## config.mk

```make
export PLATFORM = sky130hd
export DESIGN_NAME = wasm_fetch_flat
export DESIGN_NICKNAME = d
export VERILOG_FILES = /design/src/rtl/wasm_fetch_if.sv /design/src/rtl/wasm_fetch.sv /design/src/flat_wrapper.sv
export SDC_FILE = /design/constraint.sdc
export NUM_CORES = 1
export LEC_CHECK = 0
export ABC_AREA = 1
export BUFFER_PORTS_ARGS = -buffer_cell sky130_fd_sc_hd__buf_4
export CORE_MARGIN = 1.5
export CORE_UTILIZATION = 30
export DETAILED_ROUTE_END_ITERATION = 16
export PLACE_DENSITY_LB_ADDON = 0.12
export SKIP_LAST_GASP = 1
export SLEW_MARGIN = 20
export SYNTH_ARGS = -nofsm -noshare
export SYNTH_HDL_FRONTEND = slang
export SYNTH_SLANG_ARGS = --single-unit
```

## constraint.sdc

```tcl
create_clock -name clk -period 7 [get_ports clk]
set_input_delay 0.7 -clock clk [delete_from_list [all_inputs] [get_ports clk]]
set_output_delay 0.7 -clock clk [all_outputs]
set_load 0.1 [all_outputs]
```

## src/rtl/wasm_fetch_if.sv

```systemverilog
// Bus bundle for the wasm fetch unit: loader control, byte memory, call/jump/fetch channels.
interface wasm_fetch_if;
  logic        enable;
  logic [31:0] start_pc;

  logic [31:0] mem_addr;
  logic        mem_read_en;
  logic        mem_ready;
  logic [7:0]  mem_data_out;

  logic        call_valid;
  logic [7:0]  call_func_id;
  logic        call_ready;
  logic        call_done;
  logic [31:0] fn_addr;
  logic [5:0]  fn_argc;
  logic        fn_is_import;
  logic        fn_is_service;

  logic        jump_valid;
  logic [31:0] jump_addr;

  logic        req_valid;
  logic [1:0]  req_kind;
  logic        req_ready;
  logic        resp_valid;
  logic        resp_ready;
  logic [31:0] resp_data;
  logic [31:0] resp_pc;
  logic        resp_err;

  logic [31:0] pc;

  // Fetch unit side
  modport slave (
    input  enable, start_pc,
    output mem_addr, mem_read_en,
    input  mem_ready, mem_data_out,
    input  call_valid, call_func_id,
    output call_ready, call_done, fn_addr, fn_argc, fn_is_import, fn_is_service,
    input  jump_valid, jump_addr,
    input  req_valid, req_kind,
    output req_ready, resp_valid,
    input  resp_ready,
    output resp_data, resp_pc, resp_err,
    output pc
  );

  // Environment side: loader, memory and execute stage
  modport master (
    output enable, start_pc,
    input  mem_addr, mem_read_en,
    output mem_ready, mem_data_out,
    output call_valid, call_func_id,
    input  call_ready, call_done, fn_addr, fn_argc, fn_is_import, fn_is_service,
    output jump_valid, jump_addr,
    output req_valid, req_kind,
    input  req_ready, resp_valid,
    output resp_ready,
    input  resp_data, resp_pc, resp_err,
    input  pc
  );
endinterface

```

## src/rtl/wasm_fetch.sv

```systemverilog
// Fetch unit: resolves function-table entries to code addresses and fetches
// opcode bytes and LEB128 immediates from byte-wide memory at a local PC.
module wasm_fetch #(
  parameter logic [31:0] FTAB_BASE     = 32'h0000_0000,
  parameter int unsigned ENTRY_BYTES   = 5,
  parameter int unsigned MAX_LEB_BYTES = 5
) (
  input logic        clk,
  input logic        rst_n,
  wasm_fetch_if.slave bus
);

  localparam int unsigned CNT_W = 4;
  localparam int unsigned SH_W  = 7;
  localparam logic [1:0]  K_ULEB = 2'd1;
  localparam logic [1:0]  K_SLEB = 2'd2;

  typedef enum logic [1:0] {S_IDLE, S_TBL, S_FETCH, S_RESP} state_e;

  state_e           state_q, state_d;
  logic             started_q, started_d;
  logic [31:0]      pc_q, pc_d;
  logic [31:0]      mem_addr_q, mem_addr_d;
  logic             mem_read_en_q, mem_read_en_d;
  logic [CNT_W-1:0] cnt_q, cnt_d;
  logic [31:0]      acc_q, acc_d;
  logic [1:0]       kind_q, kind_d;
  logic             resp_valid_q, resp_valid_d;
  logic [31:0]      resp_data_q, resp_data_d;
  logic [31:0]      resp_pc_q, resp_pc_d;
  logic             resp_err_q, resp_err_d;
  logic             call_done_q, call_done_d;
  logic [31:0]      fn_addr_q, fn_addr_d;
  logic [5:0]       fn_argc_q, fn_argc_d;
  logic             fn_is_import_q, fn_is_import_d;
  logic             fn_is_service_q, fn_is_service_d;

  logic             can_accept, call_acc, jump_acc, req_acc;
  logic             mem_hit;
  logic [7:0]       rd_byte;
  logic [SH_W-1:0]  leb_sh, leb_n_sh;
  logic [31:0]      leb_byte, leb_acc, sext_mask;
  logic             leb_last, is_leb;

  // Accept arbitration: call beats jump beats fetch request
  assign can_accept = (state_q == S_IDLE) && bus.enable && started_q;
  assign call_acc   = can_accept && bus.call_valid;
  assign jump_acc   = can_accept && !bus.call_valid && bus.jump_valid;
  assign req_acc    = can_accept && !bus.call_valid && !bus.jump_valid && bus.req_valid;

  // LEB128 decode helpers for the byte arriving this cycle
  assign mem_hit   = mem_read_en_q && bus.mem_ready;
  assign rd_byte   = bus.mem_data_out;
  assign leb_sh    = SH_W'(cnt_q) * SH_W'(7);
  assign leb_n_sh  = leb_sh + SH_W'(7);
  assign leb_byte  = 32'(rd_byte[6:0]) << leb_sh;
  assign leb_acc   = acc_q | leb_byte;
  assign sext_mask = (leb_n_sh < SH_W'(32)) ? (32'hFFFF_FFFF << leb_n_sh) : 32'h0;
  assign leb_last  = !rd_byte[7] || (cnt_q == CNT_W'(MAX_LEB_BYTES - 1));
  assign is_leb    = (kind_q == K_ULEB) || (kind_q == K_SLEB);

  // State register with synchronous active-low reset
  always_ff @(posedge clk) begin
    if (!rst_n) begin
      state_q         <= S_IDLE;
      started_q       <= 1'b0;
      pc_q            <= 32'h0;
      mem_addr_q      <= 32'h0;
      mem_read_en_q   <= 1'b0;
      cnt_q           <= '0;
      acc_q           <= 32'h0;
      kind_q          <= 2'd0;
      resp_valid_q    <= 1'b0;
      resp_data_q     <= 32'h0;
      resp_pc_q       <= 32'h0;
      resp_err_q      <= 1'b0;
      call_done_q     <= 1'b0;
      fn_addr_q       <= 32'h0;
      fn_argc_q       <= 6'd0;
      fn_is_import_q  <= 1'b0;
      fn_is_service_q <= 1'b0;
    end else begin
      state_q         <= state_d;
      started_q       <= started_d;
      pc_q            <= pc_d;
      mem_addr_q      <= mem_addr_d;
      mem_read_en_q   <= mem_read_en_d;
      cnt_q           <= cnt_d;
      acc_q           <= acc_d;
      kind_q          <= kind_d;
      resp_valid_q    <= resp_valid_d;
      resp_data_q     <= resp_data_d;
      resp_pc_q       <= resp_pc_d;
      resp_err_q      <= resp_err_d;
      call_done_q     <= call_done_d;
      fn_addr_q       <= fn_addr_d;
      fn_argc_q       <= fn_argc_d;
      fn_is_import_q  <= fn_is_import_d;
      fn_is_service_q <= fn_is_service_d;
    end
  end

  // Next-state and registered-output logic
  always_comb begin
    state_d         = state_q;
    started_d       = started_q;
    pc_d            = pc_q;
    mem_addr_d      = mem_addr_q;
    mem_read_en_d   = mem_read_en_q;
    cnt_d           = cnt_q;
    acc_d           = acc_q;
    kind_d          = kind_q;
    resp_valid_d    = resp_valid_q;
    resp_data_d     = resp_data_q;
    resp_pc_d       = resp_pc_q;
    resp_err_d      = resp_err_q;
    call_done_d     = 1'b0;
    fn_addr_d       = fn_addr_q;
    fn_argc_d       = fn_argc_q;
    fn_is_import_d  = fn_is_import_q;
    fn_is_service_d = fn_is_service_q;

    unique case (state_q)
      S_IDLE: begin
        if (bus.enable && !started_q) begin
          // Loader just finished: adopt its first instruction address
          pc_d      = bus.start_pc;
          started_d = 1'b1;
        end else if (call_acc) begin
          state_d       = S_TBL;
          cnt_d         = '0;
          mem_addr_d    = FTAB_BASE + 32'(bus.call_func_id) * ENTRY_BYTES;
          mem_read_en_d = 1'b1;
        end else if (jump_acc) begin
          pc_d = bus.jump_addr;
        end else if (req_acc) begin
          state_d       = S_FETCH;
          kind_d        = bus.req_kind;
          cnt_d         = '0;
          acc_d         = 32'h0;
          resp_pc_d     = pc_q;
          mem_addr_d    = pc_q;
          mem_read_en_d = 1'b1;
        end
      end

      S_TBL: begin
        if (mem_hit) begin
          if (cnt_q == CNT_W'(ENTRY_BYTES - 1)) begin
            // Flags byte: publish the entry and branch to it
            fn_addr_d       = acc_q;
            fn_argc_d       = rd_byte[7:2];
            fn_is_import_d  = rd_byte[1];
            fn_is_service_d = rd_byte[0];
            pc_d            = acc_q;
            call_done_d     = 1'b1;
            mem_read_en_d   = 1'b0;
            state_d         = S_IDLE;
          end else begin
            // Address bytes arrive little-endian; shift in from the top
            acc_d      = {rd_byte, acc_q[31:8]};
            cnt_d      = cnt_q + CNT_W'(1);
            mem_addr_d = mem_addr_q + 32'd1;
          end
        end
      end

      S_FETCH: begin
        if (mem_hit) begin
          pc_d       = pc_q + 32'd1;
          mem_addr_d = pc_q + 32'd1;
          if (!is_leb) begin
            resp_data_d   = {24'h0, rd_byte};
            resp_err_d    = 1'b0;
            resp_valid_d  = 1'b1;
            mem_read_en_d = 1'b0;
            state_d       = S_RESP;
          end else if (leb_last) begin
            resp_data_d   = leb_acc |
                            (((kind_q == K_SLEB) && rd_byte[6]) ? sext_mask : 32'h0);
            resp_err_d    = rd_byte[7];
            resp_valid_d  = 1'b1;
            mem_read_en_d = 1'b0;
            state_d       = S_RESP;
          end else begin
            acc_d = leb_acc;
            cnt_d = cnt_q + CNT_W'(1);
          end
        end
      end

      S_RESP: begin
        if (bus.resp_ready) begin
          resp_valid_d = 1'b0;
          state_d      = S_IDLE;
        end
      end

      default: state_d = S_IDLE;
    endcase
  end

  assign bus.call_ready    = call_acc;
  assign bus.req_ready     = req_acc;
  assign bus.mem_addr      = mem_addr_q;
  assign bus.mem_read_en   = mem_read_en_q;
  assign bus.call_done     = call_done_q;
  assign bus.fn_addr       = fn_addr_q;
  assign bus.fn_argc       = fn_argc_q;
  assign bus.fn_is_import  = fn_is_import_q;
  assign bus.fn_is_service = fn_is_service_q;
  assign bus.resp_valid    = resp_valid_q;
  assign bus.resp_data     = resp_data_q;
  assign bus.resp_pc       = resp_pc_q;
  assign bus.resp_err      = resp_err_q;
  assign bus.pc            = pc_q;

endmodule

```

## src/flat_wrapper.sv

```systemverilog
// flat-port wrapper written by rule: the top's interface ports become plain ports
module wasm_fetch_flat 
#(
  parameter logic [31:0] FTAB_BASE     = 32'h0000_0000,
  parameter int unsigned ENTRY_BYTES   = 5,
  parameter int unsigned MAX_LEB_BYTES = 5
)
  (clk, rst_n, bus_enable, bus_start_pc, bus_mem_addr, bus_mem_read_en, bus_mem_ready, bus_mem_data_out, bus_call_valid, bus_call_func_id, bus_call_ready, bus_call_done, bus_fn_addr, bus_fn_argc, bus_fn_is_import, bus_fn_is_service, bus_jump_valid, bus_jump_addr, bus_req_valid, bus_req_kind, bus_req_ready, bus_resp_valid, bus_resp_ready, bus_resp_data, bus_resp_pc, bus_resp_err, bus_pc);
  wasm_fetch_if bus_i ();
  input logic clk;
  input logic rst_n;
  input wire logic [$bits(bus_i.enable)-1:0] bus_enable;
  input wire logic [$bits(bus_i.start_pc)-1:0] bus_start_pc;
  output wire logic [$bits(bus_i.mem_addr)-1:0] bus_mem_addr;
  output wire logic [$bits(bus_i.mem_read_en)-1:0] bus_mem_read_en;
  input wire logic [$bits(bus_i.mem_ready)-1:0] bus_mem_ready;
  input wire logic [$bits(bus_i.mem_data_out)-1:0] bus_mem_data_out;
  input wire logic [$bits(bus_i.call_valid)-1:0] bus_call_valid;
  input wire logic [$bits(bus_i.call_func_id)-1:0] bus_call_func_id;
  output wire logic [$bits(bus_i.call_ready)-1:0] bus_call_ready;
  output wire logic [$bits(bus_i.call_done)-1:0] bus_call_done;
  output wire logic [$bits(bus_i.fn_addr)-1:0] bus_fn_addr;
  output wire logic [$bits(bus_i.fn_argc)-1:0] bus_fn_argc;
  output wire logic [$bits(bus_i.fn_is_import)-1:0] bus_fn_is_import;
  output wire logic [$bits(bus_i.fn_is_service)-1:0] bus_fn_is_service;
  input wire logic [$bits(bus_i.jump_valid)-1:0] bus_jump_valid;
  input wire logic [$bits(bus_i.jump_addr)-1:0] bus_jump_addr;
  input wire logic [$bits(bus_i.req_valid)-1:0] bus_req_valid;
  input wire logic [$bits(bus_i.req_kind)-1:0] bus_req_kind;
  output wire logic [$bits(bus_i.req_ready)-1:0] bus_req_ready;
  output wire logic [$bits(bus_i.resp_valid)-1:0] bus_resp_valid;
  input wire logic [$bits(bus_i.resp_ready)-1:0] bus_resp_ready;
  output wire logic [$bits(bus_i.resp_data)-1:0] bus_resp_data;
  output wire logic [$bits(bus_i.resp_pc)-1:0] bus_resp_pc;
  output wire logic [$bits(bus_i.resp_err)-1:0] bus_resp_err;
  output wire logic [$bits(bus_i.pc)-1:0] bus_pc;
  assign bus_i.enable = bus_enable;
  assign bus_i.start_pc = bus_start_pc;
  assign bus_mem_addr = bus_i.mem_addr;
  assign bus_mem_read_en = bus_i.mem_read_en;
  assign bus_i.mem_ready = bus_mem_ready;
  assign bus_i.mem_data_out = bus_mem_data_out;
  assign bus_i.call_valid = bus_call_valid;
  assign bus_i.call_func_id = bus_call_func_id;
  assign bus_call_ready = bus_i.call_ready;
  assign bus_call_done = bus_i.call_done;
  assign bus_fn_addr = bus_i.fn_addr;
  assign bus_fn_argc = bus_i.fn_argc;
  assign bus_fn_is_import = bus_i.fn_is_import;
  assign bus_fn_is_service = bus_i.fn_is_service;
  assign bus_i.jump_valid = bus_jump_valid;
  assign bus_i.jump_addr = bus_jump_addr;
  assign bus_i.req_valid = bus_req_valid;
  assign bus_i.req_kind = bus_req_kind;
  assign bus_req_ready = bus_i.req_ready;
  assign bus_resp_valid = bus_i.resp_valid;
  assign bus_i.resp_ready = bus_resp_ready;
  assign bus_resp_data = bus_i.resp_data;
  assign bus_resp_pc = bus_i.resp_pc;
  assign bus_resp_err = bus_i.resp_err;
  assign bus_pc = bus_i.pc;
  wasm_fetch #(.FTAB_BASE(FTAB_BASE), .ENTRY_BYTES(ENTRY_BYTES), .MAX_LEB_BYTES(MAX_LEB_BYTES)) u_core (.clk(clk), .rst_n(rst_n), .bus(bus_i));
endmodule
```

### Word-level counts from Yosys, hierarchy flattened

Cells that the tools add are included.
Widths: inputs -> output; s select.

* bitwise gates (word level): 5
* multiply operators: 2
* add/sub/neg operators: 4
* mux-type cells: 67
* equality and inequality tests: 23
* shift-type cells: 2
* $lt $le $gt $ge: 1
* reduce and logical (&&, ||, !) cells: 31

Operator list (count)
* $mux 32: 25
* $pmux 32 s3: 3
* $add 32x1->32 const B: 2
* $or 32x32->32: 2
* $mux 4: 9
* $shl 32x7->32 const A: 1
* $shl 7x7->32: 1
* $mux 2: 10
* $mux 1: 16
* $reduce_and 8->1: 2
* $ne 2x2->1 const B: 7
* $pmux 4 s3: 1
* $mul 8x3->11 const B: 1
* $logic_and 1x1->1: 10
* $ne 2x1->1 const B: 5
* $reduce_and 10->1: 1
* $ne 3x3->1 const B: 3
* $reduce_and 3->1: 3
* $reduce_and 9->1: 1
* $pmux 2 s4: 1
* $add 7x3->7 const B: 1
* $lt 7x6->1 const B: 1
* $mul 4x3->7 const B: 1
* $reduce_and 7->1: 1
* other kinds (17): 27

* output and inout bits: 174
* word-level logic and storage cells: 152
* bits of input ports: 90
* flip-flop bits (word level): 213

### Depth between registers and ports, before layout

* depth after elaboration: 11
* gate-level depth with buffers: 18
* depth with buffers taken out: 18

### Least setup slack after synthesis

Ideal clock, no wire load.

* path type: input -> output
* start: in bus_enable
* end: out bus_req_ready
* required time: 6300 ps
* slack: 3944 ps
* data arrival time: 2356 ps
* path buffers: 2
* stages: 8
* path through: inv_1 -> nor2_2 -> nand2_1 -> nor2_2 -> nand2_2 -> inv_1 -> buf_2 -> clkbuf_1

* word-level cells in the longest chain between the ends: 5

RTL lines
* from (decl): RTL line flat_wrapper.sv:12 `input wire logic [$bits(bus_i.enable)-1:0] bus_enable;`
* $logic_and 1x1->1 (2 in a row): RTL line wasm_fetch.sv:46 `assign can_accept = (state_q == S_IDLE) && bus.enable && started_q;`
* $logic_and 1x1->1 (3 in a row): RTL line wasm_fetch.sv:49 `assign req_acc = can_accept && !bus.call_valid && !bus.jump_valid && bus.req_valid;`
* to (decl): RTL line flat_wrapper.sv:30 `output wire logic [$bits(bus_i.req_ready)-1:0] bus_req_ready;`

No other way between the ends.

### Worst setup path in the final report

* start: reg u_core.cnt_q[1]
* end: reg u_core.resp_data_q[6], in the netlist u_core.bus.resp_data[6]

* word-level cells in the longest chain between the ends: 8
* elaborated cells between the ends (all ways): 15
* classes of those cells: add/sub: 1; mul: 1; order compare: 1; eq/ne: 2; shift: 2; mux: 4; bitwise: 2; reduce/logical: 2

RTL lines
* from (decl): RTL line wasm_fetch.sv:25 `logic [CNT_W-1:0] cnt_q, cnt_d;`
* from (signal assigned): RTL line wasm_fetch.sv:88 `cnt_q <= cnt_d;`
* $mul 4x3->7: RTL line wasm_fetch.sv:54 `assign leb_sh = SH_W'(cnt_q) * SH_W'(7);`
* $add 7x3->7: RTL line wasm_fetch.sv:55 `assign leb_n_sh = leb_sh + SH_W'(7);`
* $shl 32x7->32 / $lt 7x6->1 (equally long branches): RTL line wasm_fetch.sv:58 `assign sext_mask = (leb_n_sh < SH_W'(32)) ? (32'hFFFF_FFFF << leb_n_sh) : 32'h0;`
* $mux 32: RTL line wasm_fetch.sv:58
* $mux 32: RTL line wasm_fetch.sv:180 `(((kind_q == K_SLEB) && rd_byte[6]) ? sext_mask : 32'h0);`
* $or 32x32->32: RTL line wasm_fetch.sv:179 `resp_data_d = leb_acc |`
* $mux 32: RTL line wasm_fetch.sv:178 `end else if (leb_last) begin`
* $mux 32: RTL line wasm_fetch.sv:172 `if (!is_leb) begin`
* to (signal assigned): RTL line wasm_fetch.sv:92 `resp_data_q <= resp_data_d;`
* to (decl): RTL line wasm_fetch.sv:29 `logic [31:0] resp_data_q, resp_data_d;`

Parallel ways exist; a longest one is shown, timed or not. The select of a mux whose other input is x is not followed.
A chain may end at the register's enable or synchronous reset.

==> run summary <==
die area - 0.0433 mm²
Final Hold Vio Count - 0
hold_buf cts - 0
largest family of logic cells by synthesized area - simple AND/OR/NAND/NOR gates
CP max FO - 12
Area growth syn-to-layout - 25.3%
vias in the first global route - 13,900
Seq cells post-synth - 213
leading area contributor after synthesis - dfxtp_1
fin area - 0.0158 mm²
Compound-Gate Fraction of Synth Area - 23.3%
post-detail-place hpwl - 44,000 µm
total global routing overflow - 0
CTS tree - done
Finished Layout Cells - 2,725
Worst Setup SP - u_core.cnt_q[1]
Post-Synth XOR/XNOR Area - 0.694%
met2 Use GR - 45.0%
Mapped Area - 0.0126 mm²
kind of start point of the critical path - register
MaxCap Viol Count - 0
post-CTS setup buffer count - 0
Adder-Cell Fraction of Synth Area - 3.84%
share of layout cells above drive strength 1 - 16.3%
Routed Antenna Nets - 0
drt initial violations - 1,086
hold path startpoint - bus_enable
simple-gate area share of the yosys netlist - 29.4%
synth unique cells - 42
Setup CP Type - register to register
drt drc - 0
I/O Pins - 264
fmax - 246 MHz
ant diodes - 0
CTS H-tree depth - 1
Arrival @ worst endpoint - 4.47 ns
initial antenna violation count - 0
setup_tns - 0 ns
worst ir drop on vdd - 0.232 mV
Syn Nets - 2,109
largest net degree at the start of global routing - 80
Hold Crit Depth - 3
Max-slew headroom - 30.6%
fin util - 38.4%
Post-Syn Instances - 1,982
gr busiest metal - met2
final worst-path cycle share - 58.0%
multiplexer share of the synthesized area - 0%
Worst-Margin Slew - 1.03 ns
Routed WL per cell - 21.4 µm
clock buffer depth - 3
final worst path period need - 4.06 ns
top-area cell type share of the netlist area - 33.8%
placed cell area - 0.0149 mm²
vias - 14,400
Post-Place Cells - 2,678
input/output buffers - 263
Skew-Pair Late Insertion Delay - 0.56 ns
skew final - 0.0119 ns
Starting Density - 30.6%
RSZ-0062 raised after global routing - no
die height - 208 µm
Synth Warn # - 0
top cells by area, synth - dfxtp_1, nand2_1, a21oi_1
CTS Buf Count - 27
global-route wire length before repair - 87,400 µm
Crit. End Element - register
GRT Overall Usage - 26.2%
row cnt - 74
worst reg2reg path startpoint - u_core.cnt_q[1]
Core Box Area - 0.0412 mm²
Clock transition at path regs - 0.06 ns
CP Data Required Time - 7.41 ns
Detailed Route WL - 58,400 µm
reg2reg path depth - 14
final setup violation count - 0
RD Place Congestion - 0.970
max-slew violations - 0
die width - 208 µm
Worst Hold Class - input port to register
first-pass iteration count of the detailed router - 5
Synth Area per Inst - 6.37 µm²
Clock Tree Root - clkbuf_16
status - finished clean
CTS sink cnt - 213
Leak Pwr - 6.55 nW
Final nets - 2,302
DR vias/cell - 5.28
sequential area share after synthesis - 33.8%
GR Util met3 - 2.96%
met1 usage in global routing - 34.3%
Pwr Density - 425 mW/mm²
CTS resizes - 0
## logic make-up (layout without fill, tap and decap cells)
group	count (synthesis)	count (layout)
AND/OR/NAND/NOR	869	869
AO/OA/AOI/OAI	567	567
buffers and inverters	286	497
adder cells (fa/ha/maj)	37	37
XOR/XNOR	10	10
flip-flops	213	213
## per-layer routing
layer	share of wire, %	up-vias
met2	48	510
met1	43	6768
met4	2.8	0
met3	5.9	90
met5	0	-
li1	-	7032
## state kept, by name, indices dropped and copies added, names as in the netlist, 4 cells and up
| name | flops |
|---|---|
| u_core.bus.mem_addr | 32 |
| u_core.bus.fn_argc | 6 |
| u_core.bus.resp_pc | 32 |
| u_core.bus.resp_data | 32 |
| u_core.acc_q | 32 |
| u_core.cnt_q | 4 |
| u_core.bus.fn_addr | 32 |
| u_core.bus.pc | 32 |
## where the power goes
part	total (mW)	switching, mW	internal, mW	leakage (nW)
clock	1.51	0.596	0.913	0.455
combinational	3.41	2.65	0.764	4.36
sequential	1.82	0.393	1.42	1.73
## worst paths after layout
path	slack (ns)	to
setup / recovery	2.94	u_core.bus.resp_data[6]
hold / removal	0.39	u_core.started_q
setup reg to reg	2.94	u_core.bus.resp_data[6]
hold reg to reg	0.47	u_core.bus.resp_data[28]
## per-stage QoR
stage	power, mW	hold slack [ns]	setup WS [ns]
global route	7.08	0.402	2.52
floorplan	4.19	0.435	3.94
global placement	5.20	0.463	3.13
finish	6.73	0.392	2.94
detailed placement	5.22	0.458	3.06
CTS	6.73	0.373	3.03
## layout make-up
| cell class | instances | area, µm² |
|---|---|---|
| repair buffers | 274 | 2060 |
| multi-input cells | 1483 | 7240 |
| flip-flops and latches | 213 | 4260 |
| inverters | 176 | 662 |
| clock inverters | 15 | 220 |
| well taps | 532 | 666 |
| fillers | 4483 | 25400 |
| clock buffers | 32 | 714 |
## Yosys cell counts, drive strengths merged
master    n
nand3b    3
xor2      7
a31oi     6
o22ai     1
nor4      3
dfxtp   213
ha       34
o21bai    2
a21oi   272
fa        3
xnor2     3
clkinv    4
o21ai   255
a22oi     4
buf      35
nor3     41
inv     172
nor2    178
nand2   441
a32oi     2
or2       4
nand3   175
clkbuf   75
nor3b     1
nand4    23
o31ai     1
a21o      4
a211oi   12
o211ai    8
## critical path: stages (launching register included)
cell	delay (ns)
dfxtp_1	0.59
inv_1	0.22
fa_1	0.57
inv_1	0.04
ha_1	0.28
ha_1	0.32
inv_1	0.05
nand2_1	0.07
nand2_1	0.07
xnor2_1	0.80
nor2_1	0.29
clkinv_1	0.27
nor2_1	0.07
o21ai_0	0.18
a21oi_1	0.09
## cell usage in the layout (no fill, tap or decap), types with 3 or more instances in the layout
| master | count |
|---|---|
| xnor2_1 | 3 |
| nand4_1 | 21 |
| ha_1 | 32 |
| a21oi_1 | 268 |
| nor4_1 | 3 |
| nand2_1 | 440 |
| clkbuf_1 | 3 |
| dfxtp_1 | 213 |
| a22oi_1 | 4 |
| o21ai_1 | 6 |
| o211ai_1 | 8 |
| inv_2 | 8 |
| fa_1 | 3 |
| a31oi_1 | 6 |
| clkbuf_16 | 27 |
| xor2_1 | 7 |
| buf_4 | 274 |
| clkinv_2 | 5 |
| o21ai_0 | 249 |
| a21o_1 | 4 |
| clkinv_1 | 3 |
| nor3_1 | 40 |
| nand3_1 | 169 |
| a21oi_2 | 4 |
| inv_1 | 164 |
| nor2_1 | 167 |
| bufinv_16 | 5 |
| nand3b_1 | 3 |
| a211oi_1 | 12 |
| nand3_2 | 6 |
| or2_2 | 4 |
| nor2_2 | 9 |
(Power assumes the default switching activity.)
